[config.mk]
export PLATFORM = sky130hd
export DESIGN_NAME = barrel_shift_arbiter_flat
export DESIGN_NICKNAME = d
export VERILOG_FILES = /design/src/rtl/barrel_shift_arbiter_if.sv /design/src/rtl/barrel_shift_arbiter.sv /design/src/flat_wrapper.sv
export SDC_FILE = /design/constraint.sdc
export NUM_CORES = 1
export LEC_CHECK = 0
export ABC_AREA = 0
export ABC_CLOCK_PERIOD_IN_PS = 3300
export CORE_UTILIZATION = 40
export CTS_CLUSTER_SIZE = 16
export DETAILED_ROUTE_END_ITERATION = 8
export PLACE_DENSITY = 0.71
export SYNTH_ARGS = -nofsm -noshare
export SYNTH_HDL_FRONTEND = slang
export SYNTH_SLANG_ARGS = --single-unit
export TNS_END_PERCENT = 50
[constraint.sdc]
create_clock -name clk -period 3.3 [get_ports clk]
set_clock_uncertainty 0.2 [all_clocks]
set_input_delay 0.495 -clock clk [delete_from_list [all_inputs] [get_ports clk]]
set_output_delay 0.495 -clock clk [all_outputs]
set_load 0.005 [all_outputs]
[src/rtl/barrel_shift_arbiter_if.sv]
// Requester, result and consumer signals
// shared by the shift arbiter and its users.
interface barrel_shift_arbiter_if #(
  parameter int WIDTH = 8,
  parameter int SHW   = 3
);
  logic             req0_valid;
  logic [WIDTH-1:0] req0_data;
  logic [SHW-1:0]   req0_shift;
  logic             req0_dir;
  logic             req0_ready;
  logic             req1_valid;
  logic [WIDTH-1:0] req1_data;
  logic [SHW-1:0]   req1_shift;
  logic             req1_dir;
  logic             req1_ready;
  logic             out_valid;
  logic [WIDTH-1:0] out_data;
  logic             out_id;
  logic             out_ready;

  modport master (
    output req0_valid, req0_data,
    output req0_shift, req0_dir,
    input  req0_ready,
    output req1_valid, req1_data,
    output req1_shift, req1_dir,
    input  req1_ready,
    input  out_valid, out_data, out_id,
    output out_ready
  );

  modport slave (
    input  req0_valid, req0_data,
    input  req0_shift, req0_dir,
    output req0_ready,
    input  req1_valid, req1_data,
    input  req1_shift, req1_dir,
    output req1_ready,
    output out_valid, out_data, out_id,
    input  out_ready
  );
endinterface

[src/rtl/barrel_shift_arbiter.sv]
// Two-requester arbiter sharing one
// logical barrel shifter, one result held.
module barrel_shift_arbiter #(
  parameter int WIDTH = 8,
  parameter int SHW   = 3
) (
  input logic clk,
  input logic rst,
  barrel_shift_arbiter_if.slave bus
);

  typedef enum logic {IDLE, HOLD} state_t;

  state_t           state_q, state_d;
  logic             last_q, last_d;
  logic             oval_q, oval_d;
  logic [WIDTH-1:0] odat_q, odat_d;
  logic             oid_q, oid_d;

  logic             pick0, pick1;
  logic             rdy0, rdy1;
  logic [WIDTH-1:0] op_data;
  logic [SHW-1:0]   op_sh;
  logic             op_dir;
  logic [WIDTH-1:0] stg [SHW+1];

  // Grant: sole requester wins, on a tie the
  // one that was not granted last time wins.
  always_comb begin
    pick1 = bus.req1_valid &&
            (!bus.req0_valid || !last_q);
    pick0 = bus.req0_valid && !pick1;
    rdy0  = 1'b0;
    rdy1  = 1'b0;
    if (state_q == IDLE && !rst) begin
      rdy0 = pick0;
      rdy1 = pick1;
    end
  end

  // Operand mux and log-stage barrel shifter.
  always_comb begin
    op_data = pick1 ? bus.req1_data
                    : bus.req0_data;
    op_sh   = pick1 ? bus.req1_shift
                    : bus.req0_shift;
    op_dir  = pick1 ? bus.req1_dir
                    : bus.req0_dir;
    stg[0]  = op_data;
    for (int i = 0; i < SHW; i++) begin
      if (!op_sh[i])
        stg[i+1] = stg[i];
      else if (op_dir)
        stg[i+1] = stg[i] >> (1 << i);
      else
        stg[i+1] = stg[i] << (1 << i);
    end
  end

  // Next state: capture on acceptance,
  // release on the output handshake.
  always_comb begin
    state_d = state_q;
    last_d  = last_q;
    oval_d  = oval_q;
    odat_d  = odat_q;
    oid_d   = oid_q;
    unique case (state_q)
      IDLE: begin
        if (rdy0 || rdy1) begin
          state_d = HOLD;
          oval_d  = 1'b1;
          odat_d  = stg[SHW];
          oid_d   = rdy1;
          last_d  = rdy1;
        end
      end
      HOLD: begin
        if (bus.out_ready) begin
          state_d = IDLE;
          oval_d  = 1'b0;
        end
      end
      default: state_d = IDLE;
    endcase
  end

  // State and result registers.
  always_ff @(posedge clk) begin
    if (rst) begin
      state_q <= IDLE;
      last_q  <= 1'b1;
      oval_q  <= 1'b0;
      odat_q  <= '0;
      oid_q   <= 1'b0;
    end else begin
      state_q <= state_d;
      last_q  <= last_d;
      oval_q  <= oval_d;
      odat_q  <= odat_d;
      oid_q   <= oid_d;
    end
  end

  assign bus.req0_ready = rdy0;
  assign bus.req1_ready = rdy1;
  assign bus.out_valid  = oval_q;
  assign bus.out_data   = odat_q;
  assign bus.out_id     = oid_q;

endmodule
[src/flat_wrapper.sv]
// flat-port wrapper written by rule: the top's interface ports become plain ports
module barrel_shift_arbiter_flat 
#(
  parameter int WIDTH = 8,
  parameter int SHW   = 3
)
  (clk, rst, bus_req0_valid, bus_req0_data, bus_req0_shift, bus_req0_dir, bus_req0_ready, bus_req1_valid, bus_req1_data, bus_req1_shift, bus_req1_dir, bus_req1_ready, bus_out_valid, bus_out_data, bus_out_id, bus_out_ready);
  barrel_shift_arbiter_if #(.WIDTH(WIDTH), .SHW(SHW)) bus_i ();
  input logic clk;
  input logic rst;
  input wire logic [$bits(bus_i.req0_valid)-1:0] bus_req0_valid;
  input wire logic [$bits(bus_i.req0_data)-1:0] bus_req0_data;
  input wire logic [$bits(bus_i.req0_shift)-1:0] bus_req0_shift;
  input wire logic [$bits(bus_i.req0_dir)-1:0] bus_req0_dir;
  output wire logic [$bits(bus_i.req0_ready)-1:0] bus_req0_ready;
  input wire logic [$bits(bus_i.req1_valid)-1:0] bus_req1_valid;
  input wire logic [$bits(bus_i.req1_data)-1:0] bus_req1_data;
  input wire logic [$bits(bus_i.req1_shift)-1:0] bus_req1_shift;
  input wire logic [$bits(bus_i.req1_dir)-1:0] bus_req1_dir;
  output wire logic [$bits(bus_i.req1_ready)-1:0] bus_req1_ready;
  output wire logic [$bits(bus_i.out_valid)-1:0] bus_out_valid;
  output wire logic [$bits(bus_i.out_data)-1:0] bus_out_data;
  output wire logic [$bits(bus_i.out_id)-1:0] bus_out_id;
  input wire logic [$bits(bus_i.out_ready)-1:0] bus_out_ready;
  assign bus_i.req0_valid = bus_req0_valid;
  assign bus_i.req0_data = bus_req0_data;
  assign bus_i.req0_shift = bus_req0_shift;
  assign bus_i.req0_dir = bus_req0_dir;
  assign bus_req0_ready = bus_i.req0_ready;
  assign bus_i.req1_valid = bus_req1_valid;
  assign bus_i.req1_data = bus_req1_data;
  assign bus_i.req1_shift = bus_req1_shift;
  assign bus_i.req1_dir = bus_req1_dir;
  assign bus_req1_ready = bus_i.req1_ready;
  assign bus_out_valid = bus_i.out_valid;
  assign bus_out_data = bus_i.out_data;
  assign bus_out_id = bus_i.out_id;
  assign bus_i.out_ready = bus_out_ready;
  barrel_shift_arbiter #(.WIDTH(WIDTH), .SHW(SHW)) u_core (.clk(clk), .rst(rst), .bus(bus_i));
endmodule
# --- After elaboration in Yosys (flattened, before gate mapping) ---
# Index checks and enable logic that the tools add are counted.
totals:
  input_bits: 29
  output_inout_bits: 12
  word_cells: 36
  regBits: 12
classes:
  eq_ne: 2
  n_bitwise: 1
  n_mux: 17
  n_reduce_logical: 11
op_table:
  columns: ["operator", "count"]
  rows:
  - ["two-way mux 8 bit", 7]
  - ["two-way mux 1 bit", 7]
  - ["zero test 1 bit", 4]
  - ["inequality test 2 bit, second input constant", 2]
  - ["one-hot mux 1 bit (2 select lines)", 2]
  - ["AND reduction 2 bit", 2]
  - ["logical AND 1 bit", 3]
  - ["two-way mux 3 bit", 1]
  - ["logical OR 1 bit", 2]
  - ["inverter 1 bit", 1]

# --- Depth between registers and ports, before layout ---
depth:
  depth_word: 10
  mapped_depth: 8
  mapped_depth_nobuf: 6

# --- Least setup slack after synthesis ---
# Ideal clock, no wire load.
synth_timing:
  kind: "input -> register"
  startpoint: "input bus_req0_shift[0]"
  endpoint: "register u_core.odat_q[0], in the netlist u_core.bus.out_data[0]"
  setup_ps: 128
  arrival_time_ps: 1937
  path_stages: 5
  setup_slack_ps: 1036
  path_cell_list: "buf_2 > mux4_2 > mux4_2 > a221oi_2 > nor2_1"
synth_via:
  elab_chain_cells: 6
synth_lines:
  columns: ["element", "line_no", "source"]
  rows:
  - ["start, declared", "flat_wrapper.sv:13", "input wire logic [$bits(bus_i.req0_shift)-1:0] bus_req0_shift;"]
  - ["two-way mux 3 bit *", "barrel_shift_arbiter.sv:45", "op_sh = pick1 ? bus.req1_shift"]
  - ["two-way mux 8 bit *", "barrel_shift_arbiter.sv:51", "if (!op_sh[i])"]
  - ["two-way mux 8 bit", "barrel_shift_arbiter.sv:53", "else if (op_dir)"]
  - ["two-way mux 8 bit *", "barrel_shift_arbiter.sv:51", null]
  - ["two-way mux 8 bit", "barrel_shift_arbiter.sv:53", null]
  - ["two-way mux 8 bit *", "barrel_shift_arbiter.sv:51", null]
  - ["end signal, assigned", "barrel_shift_arbiter.sv:100", "odat_q <= odat_d;"]
  - ["end, declared", "barrel_shift_arbiter.sv:17", "logic [WIDTH-1:0] odat_q, odat_d;"]
# Every way passes the cells marked *; elsewhere a longest branch is shown, timed or not.
# A chain may end at the register's enable or synchronous reset.

# --- Worst setup path in the final report ---
layout_timing:
  startpoint: "input bus_req1_valid"
  endpoint: "register u_core.odat_q[6], in the netlist u_core.bus.out_data[6]"
layout_via:
  elab_chain_cells: 8
  elab_cells_between_ends: 16
  cone_classes: "11 x mux; 5 x reduce/logical"
layout_lines:
  columns: ["element", "line_no", "source"]
  rows:
  - ["start, declared", "flat_wrapper.sv:16", "input wire logic [$bits(bus_i.req1_valid)-1:0] bus_req1_valid;"]
  - ["logical AND 1 bit *", "barrel_shift_arbiter.sv:30", "pick1 = bus.req1_valid &&"]
  - ["two-way mux 8 bit / two-way mux 1 bit (equally long branches)", "barrel_shift_arbiter.sv:43, barrel_shift_arbiter.sv:47", null]
  - ["two-way mux 8 bit", "barrel_shift_arbiter.sv:53", null]
  - ["two-way mux 8 bit", "barrel_shift_arbiter.sv:51", null]
  - ["two-way mux 8 bit", "barrel_shift_arbiter.sv:53", null]
  - ["two-way mux 8 bit", "barrel_shift_arbiter.sv:51", null]
  - ["two-way mux 8 bit", "barrel_shift_arbiter.sv:53", null]
  - ["two-way mux 8 bit", "barrel_shift_arbiter.sv:51", null]
# Marked as above.

==> run_results.csv <==
group,metric,value,unit
run_status,status,"finished, final reports clean",
cells_and_area,multi_input_area,0.00108,mm²
synth,syn_area,0.00141,mm²
global_route,grt_max_degree,19,
sta,tightest_slew,592,ps
critical_path,path_buf_inv,1,
critical_path,cp-end-kind,"flop",
critical_path,path_depth,7,
route,wl_per_cell,16.0,µm
synth,synthSimpleGateAreaFrac,0.287,
synth,yosysSeqAreaShare,0.171,
critical_path,crit_required,3280,ps
synth,synth_top_family_by_area,"compound AO/OA/AOI/OAI gates",
pwr,power.density,286,mW/mm²
critical_path,worstPathArrival,2820,ps
cells_and_area,nFillCells,343,
synth,synth-compound-area-share,0.321,
route,drtPass1Iterations,6,
floorplanning,ios,41,
cells_and_area,area_growth,36.0,%
route,detail_route.wirelength,4.55,mm
critical_path,crit_chain,"clkdlybuf4s50_1, a21boi_2, mux2i_2, a21oi_1, nor4_1, a311oi_1, nor4_1",
route,via_count,1770,
route,route.top_layer_used,"met4",
synth,synth_top_area_share,0.171,
cts,h-tree-depth,1,
cts,cts-resized-gates,0,
critical_path,crit_type,"input port to flop",
critical_path,cp_max_fo,7,
synth,syn_inst,199,
route,wl_met1,1.98,mm
synth,yosysTopAreaCell,"dfxtp_1",
synth,postSynth.asyncResetShare,0,
sta,final-max-slew-violation-count,0,
synth,synth_fa_ha_area_frac,0,
placement,place.gp.congestion,0.960,
global_route,grt_usage,0.254,
sta,post-route-period-util,0.861,
route,wl_met3,479,µm
global_route,gr-total-overflow,0,
synth,synth_ff_type,"dfxtp_1",
floorplanning,initial_utilization,0.419,
synth,synth-xor-area-share,0,
cts,cts_setup_buffers,0,
sta,hold_viol_final,0,
placement,dpl.hpwl,3.54,mm
critical_path,critPathMaxStageDelay,540,ps
floorplanning,die_width,61.3,µm
global_route,antenna_found_initial,0,
pwr,ir_worst_vdd,0.190,mV
cells_and_area,fin_nets,269,
route,postRouteAntennaNets,0,
min_path,hp-class,"flop to flop",
cells_and_area,final_cell_mix,"clkdlybuf4s50_1 (40), nand2_1 (23), nor2_1 (22)",
sta,finalSetupViolations,0,
floorplanning,rows,21,
min_path,hold_depth,2,
floorplanning,dieArea,0.00376,mm²
critical_path,worstRegToRegCells,6,
global_route,grt_pass1_vias,1478,
run,cap_violations,0,
cells_and_area,drive_gt1_frac,0.105,
route,routed_via_density,6.21,
sta,rsz0062_at_grt,"no",
sta,hold-worst-slack,300,ps
cts,clk_latency,270,ps
critical_path,cp_top_family,"simple AND/OR/NAND/NOR gates",
cts,cts-buffers-inserted,3,
floorplanning,dieHeight,61.3,µm
synth,ys_types,44,
cells_and_area,layout_commonest_cell,"clkdlybuf4s50_1",
cts,cts_tree,"done",
sta,relSlewSlack,0.602,
sta,setup-tns-final,0,ps
sta,period_minus_slack,2840,ps
synth,synth_seq_cells,12,
cells_and_area,regArea,240,µm²
pwr,cellLeakagePower,0.713,nW
cts,clk_pin_slew,80,ps
synth,synth-edff-count,0,
global_route,grt_pass1_wl,7.10,mm
critical_path,critPathLaunchType,"input port",
cts,clockBufferDepth,2,
sta,fmax,0.352,GHz
floorplanning,coreArea,0.00336,mm²
cts,ctsHoldBuffers,0,
synth,synth_warnings,0,
cts,clock-sinks,12,
synth,synth_area_leaders,"dfxtp_1 (17%), mux2i_1 (7.1%), nand2_1 (6.1%)",
cts,cts_root_buffer,"clkbuf_4",
critical_path,crit_path_frequent_cell,"nor4_1",
synth,muxShareOfSynthArea,0.161,
synth,syn_nets,228,
route,initialDrtViolationCount,163,
cells_and_area,diodes,0,
route,drc,0,
placement,io_buffers,40,
route,wl_met2,1.99,mm
critical_path,critPathSlowestCell,"clkdlybuf4s50_1",
synth,syn_area_per_cell,7.08,µm²
## kinds of logic after synthesis
| logic type | after synthesis |
|---|---|
| buf+inv | 19 |
| compound gates | 64 |
| flops | 12 |
| simple gates | 87 |
| mux | 17 |
## worst reg2reg max path: cells and delay by family, from the launching register on
kind / cells / cell delay [ps]
AND/OR/NAND/NOR: 2 / 690
AO/OA/AOI/OAI: 3 / 580
multiplexers: 1 / 490
flip-flops: 1 / 340
## registers in the layout, indices dropped and copies added, names as in the netlist
signal and cells:
u_core.bus.out_valid 1, u_core.state_q 1, u_core.last_q 1, u_core.bus.out_data 8
u_core.bus.out_id 1
## path summary, 6_finish.rpt
kind	slack, ps	start	to
max	460	bus_req1_valid	u_core.bus.out_data[6]$_SDFFE_PP0P_
min	300	u_core.bus.out_data[4]$_SDFFE_PP0P_	u_core.bus.out_data[4]$_SDFFE_PP0P_
max reg2reg	910	u_core.last_q$_SDFFE_PP1P_	u_core.bus.out_data[6]$_SDFFE_PP0P_
min reg2reg	300	u_core.bus.out_data[4]$_SDFFE_PP0P_	u_core.bus.out_data[4]$_SDFFE_PP0P_
## cells in the mapped netlist (all sizes together), types with 2 or more instances
cell type	n
clkbuf	8
and3	3
dfxtp	12
a21boi	2
a22oi	4
mux2i	12
nand2b	10
nor2	22
inv	3
nor4	4
buf	7
mux2	2
a311oi	4
o21ai	9
a31oi	5
o2bb2ai	2
mux4	3
nand3	10
nand2	23
a21oi	14
nor3	13
o211ai	6
a221oi	3
a211oi	5
## routing by layer
metal,vias to the layer above,track usage
met4,0,0.0635
met1,797,0.357
li1,844,-
met3,12,0.0588
met5,-,0
met2,117,0.394
## area by class of cell
class                      instances  share of cell area
inverter                           4             0.00784
timing repair buffer              51               0.252
clock buffer                       4              0.0189
sequential                        12               0.125
tap                               46              0.0300
multi-input combinational        168               0.566
## where the power goes
part	switching, mW	leakage (nW)	internal (mW)
Clock	0.0522	0.0210	0.0671
Sequential	0.00866	0.0990	0.158
Combinational	0.135	0.593	0.127
Total	0.196	0.713	0.352
## metrics by stage
step / utilization / worst slack (ps) / area, µm² / instances / total power, mW
after floorplan: - / 1040 / 1410 / 199 / 0.314
after CTS: 0.570 / 499 / 1920 / 285 / 0.544
after global placement: 0.559 / 245 / 1880 / 281 / 0.427
final: 0.570 / 460 / 1920 / 285 / 0.548
after global routing: 0.570 / 343 / 1920 / 285 / 0.579
after detailed placement: 0.559 / 238 / 1880 / 281 / 0.426
(Power assumes the default switching activity.)
